[src/rtl/leaf_pkg.sv]
// Shared types and default sizing for the leaf memory datapath.
package leaf_pkg;

   localparam int DATA_WIDTH = 11;
   localparam int PATCH_SIZE = 5;
   localparam int LEAF_SIZE  = 8;
   localparam int NUM_LEAVES = 64;

   typedef enum logic [1:0] {
      IDLE,
      LOAD,
      SEARCH,
      DRAIN
   } arb_state_t;

   typedef logic [LEAF_SIZE-1:0][PATCH_SIZE-1:0][DATA_WIDTH-1:0] leaf_t;

endpackage

[src/rtl/leaf_mem_arbiter.sv]
// Arbiter for port 0 of the leaf SRAM: the leaf loader streams writes to
// addresses 0..NUM_LEAVES-1, the search controller issues reads that always win.
// Optional build macro LEAF_ARB_STALL_CNT_EN adds a loader stall counter output.
module leaf_mem_arbiter
   import leaf_pkg::*;
#(
   parameter int DATA_WIDTH = leaf_pkg::DATA_WIDTH,
   parameter int PATCH_SIZE = leaf_pkg::PATCH_SIZE,
   parameter int LEAF_SIZE  = leaf_pkg::LEAF_SIZE,
   parameter int NUM_LEAVES = leaf_pkg::NUM_LEAVES,
   parameter int ADDR_WIDTH = $clog2(NUM_LEAVES)
) (
   input  logic                                                 clk,
   input  logic                                                 rst_n,
   input  logic                                                 ld_valid,
   input  logic [LEAF_SIZE-1:0][PATCH_SIZE-1:0][DATA_WIDTH-1:0] ld_wleaf,
   output logic                                                 ld_ready,
   input  logic                                                 fsm_start,
   input  logic                                                 fsm_done,
   input  logic                                                 fsm_csb0,
   input  logic [ADDR_WIDTH-1:0]                                fsm_addr0,
   output logic                                                 fsm_rvalid,
   output logic                                                 mem_csb0,
   output logic                                                 mem_web0,
   output logic [ADDR_WIDTH-1:0]                                mem_addr0,
   output logic [LEAF_SIZE-1:0][PATCH_SIZE-1:0][DATA_WIDTH-1:0] mem_wleaf0,
   output logic                                                 leaves_loaded,
   output logic                                                 load_done,
   output logic                                                 busy,
   output logic                                                 err_start_unloaded
`ifdef LEAF_ARB_STALL_CNT_EN
   ,
   output logic [15:0]                                          ld_stall_cnt
`endif
);

   arb_state_t            state_q;
   arb_state_t            state_d;
   logic [ADDR_WIDTH-1:0] wr_ptr_q;
   logic                  leaves_loaded_q;
   logic                  err_q;
   logic                  rvalid_q;
   logic                  read_grant;
   logic                  write_grant;
   logic                  last_beat;

   // Grant decode: a search read always owns the port, loader only in LOAD.
   always_comb begin
      read_grant  = ~fsm_csb0;
      write_grant = (state_q == LOAD) & ld_valid & fsm_csb0;
      last_beat   = (wr_ptr_q == ADDR_WIDTH'(NUM_LEAVES - 1));
   end

   // Next-state logic; a start request outranks a pending loader in IDLE.
   always_comb begin
      state_d = state_q;
      case (state_q)
         IDLE: begin
            if (fsm_start) begin
               if (leaves_loaded_q) begin
                  state_d = SEARCH;
               end
            end else if (ld_valid) begin
               state_d = LOAD;
            end
         end
         LOAD: begin
            if (write_grant && last_beat) begin
               state_d = IDLE;
            end
         end
         SEARCH: begin
            if (fsm_done) begin
               state_d = DRAIN;
            end
         end
         DRAIN: begin
            state_d = IDLE;
         end
         default: begin
            state_d = IDLE;
         end
      endcase
   end

   // SRAM port mux and handshake outputs; undriven port fields park at zero.
   always_comb begin
      mem_csb0   = 1'b1;
      mem_web0   = 1'b1;
      mem_addr0  = '0;
      mem_wleaf0 = '0;
      if (read_grant) begin
         mem_csb0  = 1'b0;
         mem_addr0 = fsm_addr0;
      end else if (write_grant) begin
         mem_csb0   = 1'b0;
         mem_web0   = 1'b0;
         mem_addr0  = wr_ptr_q;
         mem_wleaf0 = ld_wleaf;
      end
      ld_ready           = write_grant;
      load_done          = write_grant & last_beat;
      busy               = (state_q != IDLE);
      leaves_loaded      = leaves_loaded_q;
      err_start_unloaded = err_q;
      fsm_rvalid         = rvalid_q;
   end

   // State, write pointer, sticky flags and the one-cycle read-valid delay.
   always_ff @(posedge clk or negedge rst_n) begin
      if (!rst_n) begin
         state_q         <= IDLE;
         wr_ptr_q        <= '0;
         leaves_loaded_q <= 1'b0;
         err_q           <= 1'b0;
         rvalid_q        <= 1'b0;
      end else begin
         state_q  <= state_d;
         rvalid_q <= read_grant;
         if (write_grant) begin
            wr_ptr_q        <= last_beat ? '0 : wr_ptr_q + ADDR_WIDTH'(1);
            leaves_loaded_q <= last_beat;
         end
         if ((state_q == IDLE) && fsm_start && !leaves_loaded_q) begin
            err_q <= 1'b1;
         end
      end
   end

`ifdef LEAF_ARB_STALL_CNT_EN
   logic [15:0] stall_cnt_q;

   // Count loader cycles lost to search reads, restarting with each new load.
   always_ff @(posedge clk or negedge rst_n) begin
      if (!rst_n) begin
         stall_cnt_q <= '0;
      end else if ((state_q == IDLE) && (state_d == LOAD)) begin
         stall_cnt_q <= '0;
      end else if ((state_q == LOAD) && ld_valid && !write_grant && (stall_cnt_q != 16'hFFFF)) begin
         stall_cnt_q <= stall_cnt_q + 16'd1;
      end
   end

   assign ld_stall_cnt = stall_cnt_q;
`endif

endmodule

[config.mk]
export PLATFORM = sky130hd
export DESIGN_NAME = leaf_mem_arbiter
export DESIGN_NICKNAME = d
export VERILOG_FILES = /design/src/rtl/leaf_pkg.sv /design/src/rtl/leaf_mem_arbiter.sv
export SDC_FILE = /design/constraint.sdc
export NUM_CORES = 1
export LEC_CHECK = 0
export ABC_AREA = 1
export CAP_MARGIN = 20
export CELL_PAD_IN_SITES_DETAIL_PLACEMENT = 2
export CELL_PAD_IN_SITES_GLOBAL_PLACEMENT = 2
export CORE_AREA = 3 3 355 357
export CTS_CLUSTER_SIZE = 16
export DETAILED_ROUTE_END_ITERATION = 8
export DIE_AREA = 0 0 358 360
export GPL_TIMING_DRIVEN = 0
export PLACE_DENSITY_LB_ADDON = 0.1
export SYNTH_ARGS = -nofsm -noshare
export SYNTH_HDL_FRONTEND = slang
export SYNTH_SLANG_ARGS = --single-unit
[constraint.sdc]
create_clock -name clk -period 1.8 [get_ports clk]
set_input_delay 0.36 -clock clk [delete_from_list [all_inputs] [get_ports clk]]
set_output_delay 0.36 -clock clk [all_outputs]
set_load 0.05 [all_outputs]
==> impl_metrics.yaml <==
floorplanning:
  placement_rows: 129
  initial_utilization_pct: 3.433
  dieWidth_um: 358
  design.die.area_um2: 128900
  design.core.area_um2: 123300
  io_pins: 906
  die_height_um: 360
grt:
  antenna_found_initial: 14
  grt_pass1_wl_um: 86110
  largest_net_degree_at_the_start_of_global_routing: 12
  first_global_vias: 9846
  globalRoute.totalOverflow: 0
  global_route.usage.total_pct: 9.598
yosys:
  syn-num-nets: 1473
  synthesis.area_um2: 4233
  synthDominantAreaCellType: "inv_1"
  syn_avg_cell_area_um2: 4.150
  ys_seq_elements: 11
  synth_sequential_area_ratio_pct: 6.503
  yosys_warnings: 0
  synthCells: 1020
  top_cells_by_area_synth: "inv_1, nor2_1, dfrtp_1, buf_2, nand2_1"
  synthDistinctLibCells: 17
  synth.top_cell.area_share_pct: 40.35
pwr:
  power-per-cell-area_nw_per_um2: 637.7
  total_leakage_power_nw: 8.670
  power.total_mw: 10.96
  power.ir.vdd_worst_uv: 351.3
clock_network:
  clockRootBuffer: "clkbuf_16"
  cts_made_buffers: 3
  cts.clk_slew.worst_paths_ns: 0.05
  clock_sink_count: 11
  cts-htree-levels: 1
  tritoncts: "done"
  clock_path_buffers: 2
  postCtsHoldBufs: 0
  clk_latency_ns: 0.24
critical_path:
  crit_buf_inv: 7
  critical_path.reg2reg.startpoint: "state_q[1]$_DFFE_PN0P_"
  worst_path_max_delay_cell: "dfrtp_1"
  crit_fanout: 9
  timing.critical_path.to_type: "output port"
  crit_path_cell_trace: "inv_2 > nand3_4 > nor2_4 > buf_6 > inv_16 > buf_16 > buf_12 > buf_16 > nor2_4 > buf_8"
  cpPeakStageDelay_ns: 0.39
  critical_path.startpoint_type: "flip-flop"
  arrival_time_of_data_at_the_critical_path_endpoint_ns: 1.90
  crit_path_start: "state_q[1]$_DFFE_PN0P_"
  path_delay_family: "buffers and inverters"
  cp_data_required_time_ns: 1.44
  worst-setup-path-type: "flip-flop to output port"
route:
  via_per_inst: 2.553
  route.final.wire_length_um: 66100
  antenna_violating_nets_post_route: 0
  drcViolationCount: 0
  detail_route.iter0.violations: 196
  detail_route.wl_per_cell_um: 18.36
  route.vias.total: 9193
  number_of_iterations_in_the_first_detailed_routing_pass: 4
placement:
  dp_hpwl_um: 59380
  gp_weighted_congestion: 0.7927
  place.detailed.instances: 3562
  place_area_um2: 15920
  port_buffers: 905
timing:
  final_hold_vios: 0
  timing_max_transition_violations_final: 0
  worst-slew-pin-transition_ns: 0.6681
  rsz_0062_raised_after_global_routing: "true"
  finClkSkew_ns: 0.007593
  max_slew_margin_pct: 55.32
  achievable-frequency_mhz: 442.4
  setup_ws_ns: -0.4606
  finalWorstPathRequiredPeriod_ns: 2.261
  final-setup-viol-count: 453
  ratio_of_final_minimum_period_to_clock_period_pct: 125.6
hold_path:
  hold_crit_start: "err_start_unloaded$_DFFE_PN0P_"
  worst_min_delay_path_class: "flip-flop to flip-flop"
final_layout:
  post_route_cells_drive_above_1_share_pct: 38.85
  finish.instance_area_um2: 17180
  final_cell_mix: "inv_1, clkdlybuf4s50_1, nor2_1"
  synthToLayoutAreaGrowth_pct: 305.9
  finish.cell_count_without_fillers: 3601
  finalCoreUtilization_pct: 13.93
  nNetsFinal: 2410
outcome:
  failed_checks: "negative setup slack"
  outcome: "finished, violations left"
flow_run:
  maxCapViolCount: 0
[state kept, by name, indices dropped and copies added, names as in the netlist]
register and flops:
wr_ptr_q 6, state_q 2, err_start_unloaded 1, fsm_rvalid 1, leaves_loaded 1
[cell families (layout without fill, tap and decap cells)]
kind of cell,Yosys count,in the layout,share of synthesized area (%)
buf+inv,507,1443,47.50
simple gates,486,486,43.84
compound gates,15,15,1.862
flops,11,11,6.503
fa+ha+maj,1,1,0.2955
other cells,0,8,0
[cell type report]
cell class | instances | area (um2)
fillers | 14562 | 106100
repair buffers | 932 | 9284
multi-input cells | 502 | 3064
well taps | 1637 | 2048
inverters | 457 | 1734
plain buffers | 49 | 660.6
flip-flops and latches | 11 | 276.5
clock buffers | 4 | 78.83
diodes | 8 | 20.02
repair inverters | 1 | 16.27
[cells in the mapped netlist (all sizes together)]
master / count
nand4: 4
nor3: 1
a21oi: 3
o21ai: 11
ha: 1
nor2: 449
buf: 50
inv: 457
a22o: 1
nand3: 6
nand2: 26
dfrtp: 11
[path summary, 6_finish.rpt]
| kind | endpoint | slack [ns] | cells after the start |
|---|---|---|---|
| min | err_start_unloaded$_DFFE_PN0P_ | 0.48 | 2 |
| min in group asynchronous | state_q[1]$_DFFE_PN0P_ | 0.53 | 1 |
| max in group asynchronous | state_q[0]$_DFFE_PN0P_ | 0.81 | 1 |
| max reg2reg | wr_ptr_q[2]$_DFFE_PN0P_ | 0.23 | 10 |
| min reg2reg | err_start_unloaded$_DFFE_PN0P_ | 0.48 | 2 |
| max | mem_wleaf0[234] | -0.46 | 10 |
[tightest hold or removal path, delay by kind of cell (launching register included)]
family,cells,cell delay (ns)
buffers and inverters,1,0.04
AND/OR/NAND/NOR,1,0.05
flip-flops,1,0.36
[through the flow]
step | setup WS [ns] | hold WS (ns) | setup TNS (ns)
finish | -0.4606 | 0.4850 | -168.65
CTS | -0.5971 | 0.5016 | -221.16
global route | -0.5426 | 0.5402 | -208.16
detailed placement | -1.962 | 0.4793 | -693.13
floorplan | -0.2682 | 0.06441 | -91.58
global placement | -1.937 | 0.4636 | -687.95
[where the power goes]
part           total (mW)  switching, mW  internal (mW)
Clock               0.425          0.126          0.299
Sequential          0.422          0.101          0.321
Combinational        10.1           6.48           3.63
Total                11.0           6.71           4.25
[metal layers]
layer | track usage [%] | up-vias | wire, um
met3 | 3.015 | 24 | 5519
met1 | 8.993 | 4298 | 21080
met4 | 0.5156 | 14 | 250
met2 | 20.49 | 364 | 39140
li1 | - | 4493 | -
met5 | 0 | - | 101
[what timing repair did]
action	in CTS	in global routing
setup buffers	13	2
gates cloned	12	2
gates resized for setup	2639	536
endpoints found under the setup margin	457	453
pin swaps	8	4
No activity file was read; power rests on OpenSTA's default activity.
